==> config.mk <==
export PLATFORM = sky130hd
export DESIGN_NAME = uart_tx_buffered
export DESIGN_NICKNAME = d
export VERILOG_FILES = /design/src/rtl/uart_pkg.sv /design/src/rtl/sync_fifo.sv /design/src/rtl/uart_tx_buffered.sv
export SDC_FILE = /design/constraint.sdc
export NUM_CORES = 1
export LEC_CHECK = 0
export CAP_MARGIN = 0
export CORE_AREA = 2 2 137 139
export DETAILED_ROUTE_END_ITERATION = 10
export DIE_AREA = 0 0 139 141
export GPL_ROUTABILITY_DRIVEN = 1
export GPL_TIMING_DRIVEN = 0
export PLACE_DENSITY = 0.66
export SETUP_SLACK_MARGIN = 0.1
export SLEW_MARGIN = 25
export SYNTH_ARGS = -nofsm -noshare
export SYNTH_HDL_FRONTEND = slang
export SYNTH_SLANG_ARGS = --single-unit
==> constraint.sdc <==
create_clock -name clock -period 5.15 [get_ports clock]
set_input_delay 0.7725 -clock clock [delete_from_list [all_inputs] [get_ports clock]]
set_output_delay 0.7725 -clock clock [all_outputs]
set_load 0.05 [all_outputs]
==> src/rtl/uart_pkg.sv <==
// Shared definitions for the buffered UART transmitter: serializer state
// encoding, line idle level and bit-rate constants.
package uart_pkg;

  // Serializer states: idle line, start bit, eight data bits, stop bit
  typedef enum logic [1:0] {
    IDLE  = 2'd0,
    START = 2'd1,
    DATA  = 2'd2,
    STOP  = 2'd3
  } tx_state_t;

  // Idle (mark) level of the serial line
  localparam logic LINE_IDLE = 1'b1;

  // Smallest usable clocks-per-bit; lower requests are clamped up to this
  localparam int CPB_MIN = 2;

  // 115200 baud from a 100 MHz clock
  localparam int CPB_115200_100M = 868;

endpackage

==> src/rtl/sync_fifo.sv <==
// Single-clock circular FIFO with registered occupancy count. The head entry
// is presented continuously on rd_data so a consumer can take it on the same
// edge that pops it.
module sync_fifo #(
  parameter int WIDTH = 8,
  parameter int DEPTH = 16
) (
  input  logic                   clock,
  input  logic                   reset,
  input  logic                   push,
  input  logic [WIDTH-1:0]       wr_data,
  input  logic                   pop,
  output logic [WIDTH-1:0]       rd_data,
  output logic                   full,
  output logic                   empty,
  output logic [$clog2(DEPTH):0] count
);

  localparam int AW = $clog2(DEPTH);
  localparam logic [AW:0] FULL_COUNT = (AW+1)'(DEPTH);

  logic [WIDTH-1:0] mem_reg [DEPTH];
  logic [AW-1:0]    wr_ptr_reg;
  logic [AW-1:0]    rd_ptr_reg;
  logic [AW:0]      count_reg;
  logic             push_ok;
  logic             pop_ok;

  // Full/empty come from the registered count, so a write while full is
  // refused even if a pop frees a slot on the same edge.
  assign full    = (count_reg == FULL_COUNT);
  assign empty   = (count_reg == '0);
  assign push_ok = push && !full;
  assign pop_ok  = pop && !empty;
  assign count   = count_reg;
  assign rd_data = mem_reg[rd_ptr_reg];

  // Storage write; contents need no reset because pointers define validity
  always_ff @(posedge clock) begin
    if (push_ok) begin
      mem_reg[wr_ptr_reg] <= wr_data;
    end
  end

  // Pointers wrap naturally since DEPTH is a power of two; count tracks occupancy
  always_ff @(posedge clock) begin
    if (reset) begin
      wr_ptr_reg <= '0;
      rd_ptr_reg <= '0;
      count_reg  <= '0;
    end else begin
      if (push_ok) begin
        wr_ptr_reg <= wr_ptr_reg + AW'(1);
      end
      if (pop_ok) begin
        rd_ptr_reg <= rd_ptr_reg + AW'(1);
      end
      case ({push_ok, pop_ok})
        2'b10:   count_reg <= count_reg + (AW+1)'(1);
        2'b01:   count_reg <= count_reg - (AW+1)'(1);
        default: count_reg <= count_reg;
      endcase
    end
  end

endmodule

==> src/rtl/uart_tx_buffered.sv <==
// Buffered 8N1 UART transmitter: bytes enter a FIFO through a valid/ready
// port and are serialised LSB first. Consecutive queued bytes go out
// back-to-back with no idle gap between stop and start bits.
module uart_tx_buffered
  import uart_pkg::*;
#(
  parameter int FIFO_DEPTH = 16,
  parameter int CPB_W      = 16
) (
  input  logic                        clock,
  input  logic                        reset,
  input  logic [CPB_W-1:0]            clks_per_bit,
  input  logic                        wr_valid,
  input  logic [7:0]                  wr_data,
  output logic                        wr_ready,
  output logic                        overflow,
  output logic [$clog2(FIFO_DEPTH):0] fifo_count,
  output logic                        tx_serial,
  output logic                        tx_active,
  output logic                        tx_done
);

  localparam logic [CPB_W-1:0] CPB_MIN_W = CPB_W'(CPB_MIN);

  tx_state_t        state_reg;
  logic [7:0]       shift_reg;
  logic [CPB_W-1:0] cpb_reg;
  logic [CPB_W-1:0] bit_cnt_reg;
  logic [2:0]       bit_idx_reg;
  logic             tx_serial_reg;
  logic             tx_active_reg;
  logic             tx_done_reg;
  logic             overflow_reg;

  logic             fifo_full;
  logic             fifo_empty;
  logic             fifo_pop;
  logic [7:0]       fifo_rd_data;
  logic [CPB_W-1:0] cpb_eff;
  logic             bit_tc;

  // Clamp tiny bit periods; the result is only sampled when a byte is popped
  assign cpb_eff  = (clks_per_bit < CPB_MIN_W) ? CPB_MIN_W : clks_per_bit;
  assign bit_tc   = (bit_cnt_reg == cpb_reg - CPB_W'(1));
  // Pop when idle, or at the final stop-bit cycle to chain the next frame
  assign fifo_pop = !fifo_empty &&
                    ((state_reg == IDLE) || ((state_reg == STOP) && bit_tc));

  sync_fifo #(
    .WIDTH (8),
    .DEPTH (FIFO_DEPTH)
  ) u_fifo (
    .clock   (clock),
    .reset   (reset),
    .push    (wr_valid),
    .wr_data (wr_data),
    .pop     (fifo_pop),
    .rd_data (fifo_rd_data),
    .full    (fifo_full),
    .empty   (fifo_empty),
    .count   (fifo_count)
  );

  assign wr_ready  = !fifo_full;
  assign overflow  = overflow_reg;
  assign tx_serial = tx_serial_reg;
  assign tx_active = tx_active_reg;
  assign tx_done   = tx_done_reg;

  // Flag a write attempt that the full FIFO refused, one cycle later
  always_ff @(posedge clock) begin
    if (reset) begin
      overflow_reg <= 1'b0;
    end else begin
      overflow_reg <= wr_valid && fifo_full;
    end
  end

  // Serializer FSM; the line register follows the state one cycle behind
  always_ff @(posedge clock) begin
    if (reset) begin
      state_reg     <= IDLE;
      shift_reg     <= '0;
      cpb_reg       <= CPB_MIN_W;
      bit_cnt_reg   <= '0;
      bit_idx_reg   <= '0;
      tx_serial_reg <= LINE_IDLE;
      tx_active_reg <= 1'b0;
      tx_done_reg   <= 1'b0;
    end else begin
      tx_done_reg <= 1'b0;
      case (state_reg)
        IDLE: begin
          tx_serial_reg <= LINE_IDLE;
          if (!fifo_empty) begin
            shift_reg     <= fifo_rd_data;
            cpb_reg       <= cpb_eff;
            bit_cnt_reg   <= '0;
            state_reg     <= START;
            tx_active_reg <= 1'b1;
          end
        end
        START: begin
          tx_serial_reg <= 1'b0;
          if (bit_tc) begin
            bit_cnt_reg <= '0;
            bit_idx_reg <= '0;
            state_reg   <= DATA;
          end else begin
            bit_cnt_reg <= bit_cnt_reg + CPB_W'(1);
          end
        end
        DATA: begin
          tx_serial_reg <= shift_reg[bit_idx_reg];
          if (bit_tc) begin
            bit_cnt_reg <= '0;
            if (bit_idx_reg == 3'd7) begin
              state_reg <= STOP;
            end else begin
              bit_idx_reg <= bit_idx_reg + 3'd1;
            end
          end else begin
            bit_cnt_reg <= bit_cnt_reg + CPB_W'(1);
          end
        end
        STOP: begin
          tx_serial_reg <= LINE_IDLE;
          if (bit_tc) begin
            tx_done_reg <= 1'b1;
            bit_cnt_reg <= '0;
            if (!fifo_empty) begin
              shift_reg <= fifo_rd_data;
              cpb_reg   <= cpb_eff;
              state_reg <= START;
            end else begin
              state_reg     <= IDLE;
              tx_active_reg <= 1'b0;
            end
          end else begin
            bit_cnt_reg <= bit_cnt_reg + CPB_W'(1);
          end
        end
        default: begin
          state_reg     <= IDLE;
          tx_active_reg <= 1'b0;
        end
      endcase
    end
  end

endmodule

== Word-level counts from Yosys, hierarchy flattened ==
Memory sizes are Yosys's and may differ from the RTL's. A register that Yosys moved wholly into a read port is not among the register bits.
Index checks and enable logic that the tools add are counted.
Word-level totals
  word-level logic and storage cells: 92
  latch bits: 0
  register bits: 62
  bits of input ports: 27
  bits in writable memories: 128
  memories: 1
  ROM bits: 0
Operators by class
  $add $sub $neg: 7
  shift-type cells: 0
  reduce and logical (&&, ||, !) cells: 20
  div/mod/pow operators: 0
  eq/ne operators: 15
  $mul: 0
  multiplexer cells: 34
  bitwise gates (word level): 1
  magnitude comparators: 2
Memories
  u_fifo.mem_reg: words 16, bits a word 8, read ports 1, clocked after Yosys merged registers in 1, wr ports 1, line sync_fifo.sv:22  | logic [WIDTH-1:0] mem_reg [DEPTH];
Operator list (count)
  $mux 16: 5
  $pmux 16 s2: 2
  $add 16x1->16 const B: 1
  $eq 16x16->1: 1
  $lt 16x2->1 const B: 1
  $mux 8: 2
  $pmux 8 s2: 1
  $sub 16x1->16 const B: 1
  $ne 2x2->1 const B: 7
  $mux 2: 5
  $pmux 5 s2: 1
  $mux 3: 3
  $add 4x1->4 const B: 2
  $mux 1: 8
  $mux 4: 2
  $pmux 2 s4: 1
  $reduce_and 4->1: 2
  $eq 2x2->1 const B: 3
  $pmux 3 s2: 1
  $reduce_bool 2->1: 3
  $add 5x1->5 const B: 1
  $eq 5x5->1 const B: 1
  $logic_and 1x1->1: 5
  $logic_not 5->1: 1
  other kinds (16): 19

== Logic depth before layout (Yosys ltp) ==
  depth in word-level cells: 8
  depth in mapped cells: 20
  depth with buffers taken out: 18

== By module ==
A second synthesis with hierarchy kept.
Second synthesis, totals
  cell total of the unflattened synthesis: 691
  area total of the unflattened synthesis: 8795.9 sq um
By module, submodules not included
  sync_fifo: seq. area each 4184.0 sq um, area each 5891.9 sq um, times used 1, cells an instance 330
  uart_tx_buffered: seq. area each 980.9 sq um, area each 2904.0 sq um, times used 1, cells an instance 361

== Worst setup path before layout ==
OpenSTA, ideal clock, no wires.
  path kind: reg2reg
  start point: reg cpb_reg[3]
  end point: reg u_fifo.count_reg[4], in the netlist u_fifo.count[4]
  period minus slack after synthesis: 4.482 ns
  arrival: 4.358 ns
  cell stages (with the launch flop): 18
  library setup time: 0.123 ns
  required time: 5.027 ns
  setup slack: 0.668 ns
  path through: dfxtp_1 or4_4 buf_6 or4_4 a2111o_1 nor4_4 o21ai_2 inv_1 ha_1 clkbuf_1 xor2_1 ha_1 o21a_1 o21ai_0 nand2_1 a21oi_1 a221oi_1 mux2_1
On the way
  cells in the longest elaborated chain, start to end: 8
  elaborated cells on any way between the ends: 10
Ends and longest elaborated chain
  start: declaration: line uart_tx_buffered.sv:27  | logic [CPB_W-1:0] cpb_reg;
  start signal: assignment: line uart_tx_buffered.sv:97  | cpb_reg <= cpb_eff;
  start signal: assignment: line uart_tx_buffered.sv:133  | cpb_reg <= cpb_eff;
  $sub 16x1->16 (*): line uart_tx_buffered.sv:44  | assign bit_tc = (bit_cnt_reg == cpb_reg - CPB_W'(1));
  $eq 16x16->1 (*): line uart_tx_buffered.sv:44
  $logic_and 1x1->1 (*): line uart_tx_buffered.sv:47  | ((state_reg == IDLE) || ((state_reg == STOP) && bit_tc));
  $logic_or 1x1->1 (*): line uart_tx_buffered.sv:47
  $logic_and 1x1->1 (*): line uart_tx_buffered.sv:46  | assign fifo_pop = !fifo_empty &&
  $logic_and 1x1->1 (*): line sync_fifo.sv:34  | assign pop_ok = pop && !empty;
  via u_fifo.pop_ok: line sync_fifo.sv:27  | logic pop_ok;
  $eq 2x1->1 / $eq 2x2->1 (equally long branches): line sync_fifo.sv:58  | case ({push_ok, pop_ok})
  $pmux 5 s2 / $reduce_bool 2->1 (equally long branches)
  end signal: assignment: line sync_fifo.sv:59  | 2'b10: count_reg <= count_reg + (AW+1)'(1);
  end signal: assignment: line sync_fifo.sv:60  | 2'b01: count_reg <= count_reg - (AW+1)'(1);
  end signal: assignment: line sync_fifo.sv:61  | default: count_reg <= count_reg;
  end: declaration: line sync_fifo.sv:25  | logic [AW:0] count_reg;
The timed path passes the listed nets; every way through them passes the cells marked *.
A chain may end at the register's enable or synchronous reset.

== Final worst setup path ==
  start point: reg cpb_reg[8]
  end point: reg u_fifo.count_reg[4], in the netlist u_fifo.count[4]
The elaborated chain is that of the path after synthesis.

==> out/results.ini <==
[place]
io_buffers=35
hpwl_um=14360
gp_congestion=0.8521
dp.cells=923

[power]
power.total_w=0.005350
ir_drop_uv=242.2
powerDensity_nw_per_um2=523.4
leakage_nw=3.635

[timing]
period_share=0.9340
fin_tns_setup_ns=0
rsz0062_at_grt=no
fmax_mhz=207.9
final_hold_viol_count=0
holdWs_ns=0.4936
worst_pin_slew_ns=0.9017
slew_violations=0
setup_viol=0
finClkSkew_ns=0.01360
max-slew-margin-rel=0.3989
period_needed_ns=4.810

[clock_tree]
hold_buffers=0
cts_tree=done
clk_pin_slew_worst_paths_ns=0.08
root_buffer=clkbuf_16
clockBufferDepth=2
insertion_delay_ns=0.45
cts_sinks=194
cts_made_buffers=17
htreeDepth=4

[die]
dieHeight_um=141
io-pin-count=37
die_width_um=139
start_util=0.4858
die-area_sq_um=19600
rows=50
core-area_sq_um=18270

[status]
outcome=completed

[yosys]
synthXorXnorAreaFrac=0.02932
synth-adder-area-share=0.02397
synth-simple-area-share=0.1156
synth_compound_area_frac=0.07670
synth.mux.area_fraction=0.1490
synth_cell_type_count=68
synth_area_sq_um=8875
synthCells=654
ys.warnings.count=0
synth_top_area_share=0.4331
synth_top_family_by_area=multiplexers
ys_seq_elements=194
synth-async-reset-ratio=0
syn_nets=698
yosysTopAreaCell=edfxtp_1
ys_seq_area_frac=0.5820
synth_edf_count=128
avgSynthCellArea_sq_um=13.57
ys_top_cells_by_area=edfxtp_1 (43%), dfxtp_1 (15%), mux4_2 (11%), mux2i_1 (3.6%), nor2_1 (2.9%)
synth_ff_type=edfxtp_1

[finish]
diodes=0
layout_common_cells=edfxtp_1 (128), nor2_1 (68), dfxtp_1 (66), mux4_2 (42), clkdlybuf4s50_1 (35)
mostFrequentLayoutCell=edfxtp_1
final_nets=755
largest_reg_flops=128
regArea_sq_um=5165
drive_above_1_share=0.1506
fin_cells=958
n_fill_cell=1468
area_growth_pct=15.18
multiInputGateArea_sq_um=3543
final_util=0.5596

[route]
drtPass1Iterations=5
postRouteWirelength_um=20170
postRouteAntennaNets=0
vias_per_cell=5.989
drt_iter0_drc=545
wl_per_cell_um=21.05
vias=5737
route.detailed.drc=0

[critical_path]
start_kind=flip-flop
required_ns=5.48
critPathKind=reg -> reg
cpPeakStageDelay_ns=0.69
worst-path-buf-inv=3
worstPathMaxFanout=10
worst_path_dominant_cell_family=simple AND/OR/NAND/NOR gates
cp_slowest_cell=or4_1
worstSetupEndpointType=flip-flop
path_cells=clkbuf_1 > or4_1 > or4_4 > a2111o_1 > nor4_4 > o21ai_2 > inv_1 > ha_1 > buf_2 > xor2_1 > ha_2 > o21a_1 > o21ai_0 > nand2_1 > a21oi_1 > a221oi_2 > mux2_1
arrival_ns=5.14

[global_routing]
track_usage=0.2128
grt_pass1_vias=5712
grt_start_max_net_pins=23
grt-ovfl-total=0
antenna_found_initial=0
grt_pass1_wl_um=31560

[flow_run]
maxCapViolations=0

[hold_path]
hold_path.class=reg -> reg

==> per-layer routing <==
metal / GRT usage / vias up / part of all wire
met5: 0 / - / 0
met4: 0.08559 / 0 / 0.023
met3: 0.03227 / 33 / 0.043
met2: 0.3505 / 168 / 0.48
met1: 0.2865 / 2902 / 0.45
li1: - / 2634 / -
==> path summary, 6_finish.rpt <==
path                              from                           end  slack, ns  cells past startpoint
max            cpb_reg[8]$_SDFFE_PP0P_  u_fifo.count[4]$_SDFFE_PP0P_       0.34                     17
min          shift_reg[6]$_SDFFE_PP0P_     shift_reg[6]$_SDFFE_PP0P_       0.49                      2
max reg2reg    cpb_reg[8]$_SDFFE_PP0P_  u_fifo.count[4]$_SDFFE_PP0P_       0.34                     17
min reg2reg  shift_reg[6]$_SDFFE_PP0P_     shift_reg[6]$_SDFFE_PP0P_       0.49                      2
==> cell type report <==
type | instances | share of cell area
clock inverter | 15 | 0.02081
clock buffer | 17 | 0.04162
multi-input combinational | 408 | 0.3466
tap | 234 | 0.02864
timing repair buffer | 38 | 0.03647
buffer | 37 | 0.01506
sequential | 194 | 0.5053
inverter | 15 | 0.005508
==> Yosys cell counts, types with 5 or more instances <==
library cell	count
ha_1	17
mux4_2	42
or4_1	6
nand3_1	6
o21ai_0	13
mux2i_1	32
xor2_1	17
o211ai_1	13
buf_1	6
nor2b_1	5
nor3b_1	5
dfxtp_1	66
and2_1	6
a21oi_1	18
nor4_1	8
xnor2_1	10
edfxtp_1	128
clkbuf_1	26
nor2_1	68
nand2b_1	11
and3_1	17
inv_1	15
nor3_1	16
a21o_1	7
or3_1	5
nand2_1	20
==> through the flow <==
step	area (sq um)	setup slack, ns
2_1_floorplan	8875	0.6682
3_3_place_gp	9518	0.1162
3_5_place_dp	9538	-0.03570
4_1_cts	10180	0.2052
5_1_grt	10220	0.1060
6_report	10220	0.3399
==> what timing repair did <==
| action | CTS | global route |
|---|---|---|
| setup buffers | 1 | 2 |
| setup endpoints to repair | 1 | 1 |
| pin swaps | 1 | 2 |
| gates resized for setup | 1 | 7 |
==> worst min-delay path, stage by stage (launching register included) <==
cell	delay [ns]
dfxtp_1	0.33
mux2i_1	0.06
nor2_1	0.07
==> where the power goes <==
part | internal (W) | switching, W
logic | 0.000854 | 0.00113
clock network | 0.000721 | 0.000682
registers | 0.00180 | 0.000163
total | 0.00338 | 0.00197
==> cells by family (layout without fill, tap and decap cells) <==
kind of cell | count (synthesis) | after routing
simple gates | 190 | 190
mux | 79 | 79
flops | 194 | 194
fa+ha+maj | 17 | 17
buf+inv | 52 | 122
xor+xnor | 28 | 28
compound gates | 94 | 94
Note: power is estimated with default switching activity, not from simulation.
